## config.mk

```make
export PLATFORM = sky130hd
export DESIGN_NAME = trans_stage
export DESIGN_NICKNAME = d
export VERILOG_FILES = /design/src/rtl/trans_stage_pkg.sv /design/src/rtl/trans_stage_skid.sv /design/src/rtl/trans_stage.sv
export SDC_FILE = /design/constraint.sdc
export NUM_CORES = 1
export LEC_CHECK = 0
export ABC_AREA = 1
export ABC_CLOCK_PERIOD_IN_PS = 2000
export BUFFER_PORTS_ARGS = -buffer_cell sky130_fd_sc_hd__buf_2
export CAP_MARGIN = 20
export CELL_PAD_IN_SITES_DETAIL_PLACEMENT = 0
export CELL_PAD_IN_SITES_GLOBAL_PLACEMENT = 2
export CORE_ASPECT_RATIO = 1.75
export CORE_UTILIZATION = 30
export DETAILED_ROUTE_END_ITERATION = 16
export GPL_TIMING_DRIVEN = 0
export PLACE_DENSITY = 0.89
export SLEW_MARGIN = 20
export SYNTH_ARGS = -nofsm -noshare
export SYNTH_HDL_FRONTEND = slang
export SYNTH_HIERARCHICAL = 1
export SYNTH_SLANG_ARGS = --single-unit
```

## constraint.sdc

```tcl
create_clock -name clock -period 2 [get_ports clock]
set_clock_uncertainty 0.15 [all_clocks]
set_input_delay 0.1 -clock clock [delete_from_list [all_inputs] [get_ports clock]]
set_output_delay 0.1 -clock clock [all_outputs]
set_load 0.05 [all_outputs]
```

## src/rtl/trans_stage_pkg.sv

```systemverilog
// Shared definitions for the generic inter-stage pipeline register and the
// per-stage payload layouts packed into it.
package trans_stage_pkg;

    localparam int unsigned STATE_W = 2;
    localparam int unsigned OCC_W   = 2;

    typedef enum logic [STATE_W-1:0] {
        STAGE_EMPTY = 2'd0,
        STAGE_ONE   = 2'd1,
        STAGE_TWO   = 2'd2
    } stage_state_t;

    localparam int unsigned XLEN    = 32;
    localparam int unsigned INSTR_W = 32;
    localparam int unsigned OP_W    = 6;
    localparam int unsigned CAT_W   = 3;
    localparam int unsigned REG_W   = 5;

    localparam logic [OP_W-1:0]    OP_NOP    = OP_W'(0);
    localparam logic [CAT_W-1:0]   CAT_NONE  = CAT_W'(0);
    localparam logic [INSTR_W-1:0] INSTR_NOP = 32'h0000_0013;

    // Per-stage payload layouts; field offsets follow from packed ordering (MSB first).
    typedef struct packed {
        logic [INSTR_W-1:0] instr;
    } if_id_t;

    typedef struct packed {
        logic [OP_W-1:0]  op;
        logic [CAT_W-1:0] cat;
        logic [XLEN-1:0]  opa;
        logic [XLEN-1:0]  opb;
        logic             we;
        logic [REG_W-1:0] waddr;
    } id_ex_t;

    typedef struct packed {
        logic [OP_W-1:0]  op;
        logic [CAT_W-1:0] cat;
        logic [XLEN-1:0]  result;
        logic [XLEN-1:0]  store_data;
        logic             we;
        logic [REG_W-1:0] waddr;
    } ex_mem_t;

    typedef struct packed {
        logic             we;
        logic [REG_W-1:0] waddr;
        logic [XLEN-1:0]  wdata;
    } mem_wb_t;

    localparam int unsigned IF_ID_W  = $bits(if_id_t);
    localparam int unsigned ID_EX_W  = $bits(id_ex_t);
    localparam int unsigned EX_MEM_W = $bits(ex_mem_t);
    localparam int unsigned MEM_WB_W = $bits(mem_wb_t);

    localparam if_id_t  IF_ID_NOP  = '{instr: INSTR_NOP};
    localparam id_ex_t  ID_EX_NOP  = '{op: OP_NOP, cat: CAT_NONE, opa: '0, opb: '0, we: 1'b0, waddr: '0};
    localparam ex_mem_t EX_MEM_NOP = '{op: OP_NOP, cat: CAT_NONE, result: '0, store_data: '0, we: 1'b0, waddr: '0};
    localparam mem_wb_t MEM_WB_NOP = '{we: 1'b0, waddr: '0, wdata: '0};

    function automatic logic [OCC_W-1:0] occ_of(input stage_state_t s);
        case (s)
            STAGE_ONE: occ_of = OCC_W'(1);
            STAGE_TWO: occ_of = OCC_W'(2);
            default:   occ_of = OCC_W'(0);
        endcase
    endfunction

endpackage

```

## src/rtl/trans_stage_skid.sv

```systemverilog
// Two-entry skid buffer: main register M feeds the output, S absorbs one beat
// while downstream stalls so in_ready never depends on out_ready.
module trans_stage_skid
    import trans_stage_pkg::*;
#(
    parameter int unsigned           DATA_WIDTH = 32,
    parameter logic [DATA_WIDTH-1:0] NOP_VALUE  = {DATA_WIDTH{1'b0}}
) (
    input  logic                  clock,
    input  logic                  reset,
    input  logic                  flush,
    input  logic                  in_valid,
    output logic                  in_ready,
    input  logic [DATA_WIDTH-1:0] in_data,
    output logic                  out_valid,
    input  logic                  out_ready,
    output logic [DATA_WIDTH-1:0] out_data,
    output logic [OCC_W-1:0]      occupancy
);

    stage_state_t          state_q, state_d;
    logic [DATA_WIDTH-1:0] m_q, m_d;
    logic [DATA_WIDTH-1:0] s_q, s_d;
    logic                  push, pop;

    // Ready is a decode of the state register; reset and flush only gate it off.
    assign in_ready  = ~reset & ~flush & (state_q != STAGE_TWO);
    assign out_valid = (state_q != STAGE_EMPTY);
    assign out_data  = m_q;
    assign occupancy = occ_of(state_q);

    always_ff @(posedge clock or posedge reset) begin
        if (reset) begin
            state_q <= STAGE_EMPTY;
            m_q     <= NOP_VALUE;
            s_q     <= NOP_VALUE;
        end else begin
            state_q <= state_d;
            m_q     <= m_d;
            s_q     <= s_d;
        end
    end

    // M is rewritten with NOP_VALUE whenever the stage empties, keeping out_data registered.
    always_comb begin
        state_d = state_q;
        m_d     = m_q;
        s_d     = s_q;
        push    = in_valid & in_ready;
        pop     = out_valid & out_ready;
        if (flush) begin
            state_d = STAGE_EMPTY;
            m_d     = NOP_VALUE;
        end else begin
            case (state_q)
                STAGE_EMPTY: begin
                    if (push) begin
                        m_d     = in_data;
                        state_d = STAGE_ONE;
                    end
                end
                STAGE_ONE: begin
                    if (push && pop) begin
                        m_d = in_data;
                    end else if (push) begin
                        s_d     = in_data;
                        state_d = STAGE_TWO;
                    end else if (pop) begin
                        m_d     = NOP_VALUE;
                        state_d = STAGE_EMPTY;
                    end
                end
                STAGE_TWO: begin
                    if (pop) begin
                        m_d     = s_q;
                        state_d = STAGE_ONE;
                    end
                end
                default: begin
                    m_d     = NOP_VALUE;
                    state_d = STAGE_EMPTY;
                end
            endcase
        end
    end

endmodule

```

## src/rtl/trans_stage.sv

```systemverilog
// Generic valid/ready pipeline register between two stages, with flush and a
// NOP bubble value; SKID selects the skid buffer or a single register.
module trans_stage
    import trans_stage_pkg::*;
#(
    parameter int unsigned           DATA_WIDTH = 32,
    parameter int unsigned           SKID       = 1,
    parameter logic [DATA_WIDTH-1:0] NOP_VALUE  = {DATA_WIDTH{1'b0}}
) (
    input  logic                  clock,
    input  logic                  reset,
    input  logic                  flush,
    input  logic                  in_valid,
    output logic                  in_ready,
    input  logic [DATA_WIDTH-1:0] in_data,
    output logic                  out_valid,
    input  logic                  out_ready,
    output logic [DATA_WIDTH-1:0] out_data,
    output logic [OCC_W-1:0]      occupancy
);

    if (SKID != 0) begin : g_skid
        trans_stage_skid #(
            .DATA_WIDTH (DATA_WIDTH),
            .NOP_VALUE  (NOP_VALUE)
        ) u_skid (
            .clock     (clock),
            .reset     (reset),
            .flush     (flush),
            .in_valid  (in_valid),
            .in_ready  (in_ready),
            .in_data   (in_data),
            .out_valid (out_valid),
            .out_ready (out_ready),
            .out_data  (out_data),
            .occupancy (occupancy)
        );
    end else begin : g_single
        stage_state_t          state_q, state_d;
        logic [DATA_WIDTH-1:0] m_q, m_d;
        logic                  push, pop;

        // Combinational ready: a held entry leaving this cycle frees the slot.
        assign in_ready  = ~flush & ((state_q == STAGE_EMPTY) | out_ready);
        assign out_valid = (state_q != STAGE_EMPTY);
        assign out_data  = m_q;
        assign occupancy = occ_of(state_q);

        always_ff @(posedge clock or posedge reset) begin
            if (reset) begin
                state_q <= STAGE_EMPTY;
                m_q     <= NOP_VALUE;
            end else begin
                state_q <= state_d;
                m_q     <= m_d;
            end
        end

        always_comb begin
            state_d = state_q;
            m_d     = m_q;
            push    = in_valid & in_ready;
            pop     = out_valid & out_ready;
            if (flush) begin
                state_d = STAGE_EMPTY;
                m_d     = NOP_VALUE;
            end else if (push) begin
                m_d     = in_data;
                state_d = STAGE_ONE;
            end else if (pop) begin
                m_d     = NOP_VALUE;
                state_d = STAGE_EMPTY;
            end
        end
    end

endmodule

```

==> metrics.yaml <==
clock_tree:
  tritoncts: "yes"
  clock_latency_ns: 0.33
  htree_levels: 3
  clkTransAtPathRegs_ns: 0.06
  cts-buffers-inserted: 9
  clockBufferDepth: 2
  root_buffer: "clkbuf_16"
  cts.sinks: 66
pwr:
  finalPower_mw: 4.64
  p_int_mw: 3.20
  irDropWorstVdd_v: 0.000781
  p_clk_share_pct: 39.5
  combPwrFrac_pct: 22.9
  swShare_pct: 31.1
  p_sw_mw: 1.45
  seq_power_share_pct: 37.6
  power.density_nw_per_um2: 1080
  leakage_nw: 2.48
sta:
  fin_crit_sh_pct: 91.7
  slew_headroom_pct: 64.9
  rsz0062_at_grt: "no"
  period_minus_slack_ns: 1.83
  clock.fmax_ghz: 0.545
  drv_slew: 0
  fin_setup_tns_ns: 0
  setup-violations-final: 0
  hold_viol_final: 0
  worstMarginPinSlew_ns: 0.527
detailed_routing:
  routed_wl_mm: 7.61
  vias_per_cell: 4.26
  drcViolationCount: 0
  first_pass_iters: 4
  routedWlPerCell_um: 11.7
  route.vias.total: 2771
  drt_iter0_drc: 99
  drtAntennaViolNets: 0
cells_and_area:
  antenna-diode-count: 0
  syn_to_final_growth_pct: 41.1
  final_cell_mix: "nand2_1 (234), buf_2 (80), dfrtp_1 (66)"
  nFillCells: 1045
  nets: 558
  final_area_um2: 4300
  fin_cells: 651
  layout-drive-gt1-share_pct: 22.1
  layout_commonest_cell: "nand2_1"
logic_synthesis:
  synth_compound_area_share_pct: 6.12
  synth_xor_area_share_pct: 0
  synth_top_family_by_area: "simple AND/OR/NAND/NOR gates"
  netlist_area_um2: 3050
  muxShareOfSynthArea_pct: 0
  ys.warnings.count: 6
  synth_nets: 441
  yosysSeqAreaShare_pct: 54.2
  synth.distinct_cells: 19
  avgSynthCellArea_um2: 7.54
  yosys.area_share.simple_pct: 31.1
  synthAdderAreaFrac_pct: 0
  syn_inst: 404
  synth_seq_cells: 66
critical_path:
  slowest_delay_ns: 0.37
  crit_top_cell: "nand2_1"
  cp_num_cells: 9
  path_buf_inv: 3
  cpLargestDelayFamily: "simple AND/OR/NAND/NOR gates"
  critPathMaxFanout: 17
  worst_setup_path_start_kind: "flip-flop"
  cp-end-kind: "flip-flop"
  cpMaxStageDelayCell: "dfrtp_1"
  path_class: "reg -> reg"
  arrival_ns: 1.90
  reg2reg_depth: 9
  critPathRequiredTime_ns: 2.07
  crit_chain: "inv_2 > nand2_1 > inv_4 > nand3_1 > nand3_4 > nor2_4 > buf_4 > nand2_1 > nand2_1"
die:
  row_count: 48
  ios: 73
  die_y_um: 135
  initial_core_util_pct: 30.9
  core_area_um2: 9850
  die_area_um2: 10600
  die_width_um: 78.2
grt:
  grt_pass1_vias: 2704
  grtUsageTotal_pct: 16.0
  grt_max_degree: 45
  globalRoute.totalOverflow: 0
  grt_pass1_wl_mm: 12.9
  antenna_found_initial: 0
worst_hold_path:
  hp-class: "in -> reg"
  whs_path_depth: 4
status:
  status: "finished, final reports clean"
place:
  place_inst: 602
  postPlaceCellArea_um2: 3600
  gp_congestion: 0.724
  port_buffers: 72
  detailed_place_hpwl_mm: 5.37
run:
  cap_viol_max_count: 0
==> timing repair <==
action,4_1_cts,5_1_grt
setup buffers,0,1
hold buffers,33,0
hold endpoints to repair,130,0
endpoints found under the setup margin,1,41
resized for setup,0,3
pin swaps,0,1
==> per-layer routing <==
metal	up-vias	part of all wire (%)	track usage, %
met2	54	51	28.2
met3	12	3.5	3.37
met4	0	2.2	7.00
met1	1259	43	18.5
li1	1446	-	-
met5	-	0	0
==> area by class of cell <==
class,instances,area (um2),share of cell area [%]
plain buffers,18,115,2.68
clock buffers,10,239,5.56
clock inverters,6,114,2.65
inverters,38,148,3.43
multi-input cells,281,1150,26.7
flip-flops and latches,66,1650,38.4
well taps,125,156,3.64
repair buffers,107,726,16.9
==> worst paths after layout <==
kind	start	endpoint	slack [ns]
max	g_skid.u_skid/state_q[0]	g_skid.u_skid/out_data[27]	0.17
min	flush	g_skid.u_skid/state_q[0]	0.02
max in group asynchronous	reset	g_skid.u_skid/s_q[19]	1.01
min reg2reg	g_skid.u_skid/out_data[9]	g_skid.u_skid/out_data[9]	0.32
min in group asynchronous	reset	g_skid.u_skid/s_q[14]	0.16
max reg2reg	g_skid.u_skid/state_q[0]	g_skid.u_skid/out_data[27]	0.17
==> state kept, by name (all words and copies together), names as in the netlist <==
register / cells
g_skid.u_skid/out_data: 32
g_skid.u_skid/state_q: 2
g_skid.u_skid/s_q: 32
==> worst min-delay path, cell delays in order <==
cell and delay [ns]:
buf_2 0.14, inv_1 0.09, nand2_1 0.06, a21oi_1 0.06
==> stage by stage <==
step           hold slack, ns  util [%]  setup slack, ns
5_1_grt                0.0395      43.6           0.0276
3_5_place_dp          -0.0237      36.6            0.182
4_1_cts               0.00538      43.5           0.0317
2_1_floorplan          0.0796         -           0.0893
6_report               0.0207      43.6            0.167
3_3_place_gp            0.202      36.3           -0.896
==> synth_stat cells <==
cell type | n | area, um2
nand3_2 | 1 | 10.0
dfrtp_1 | 66 | 1650
o21ai_1 | 33 | 165
nor3_1 | 1 | 5.00
clkbuf_1 | 4 | 15.0
o21bai_2 | 1 | 11.3
nand3_1 | 3 | 15.0
buf_4 | 4 | 30.0
inv_2 | 4 | 15.0
inv_1 | 34 | 128
nand2_1 | 234 | 878
nor2_1 | 3 | 11.3
nor2_4 | 1 | 11.3
buf_6 | 3 | 33.8
a21oi_1 | 1 | 5.00
nand2_2 | 1 | 6.26
buf_2 | 8 | 40.0
o21ai_0 | 1 | 5.00
nor3_2 | 1 | 10.0
==> power by group through the flow <==
stage	clock network (mW)	registers, mW	logic, mW
6_report	1.83	1.74	1.06
3_3_place_gp	0	1.76	1.01
5_1_grt	1.95	1.78	1.19
2_1_floorplan	0	2.05	0.450
4_1_cts	1.89	1.75	1.08
3_5_place_dp	0	1.76	1.03
==> logic make-up after synthesis <==
family / count (synthesis)
buffers and inverters: 57
AOI/OAI and AO/OA: 36
DFF: 66
and+or+nand+nor: 245
(Power assumes the default switching activity.)
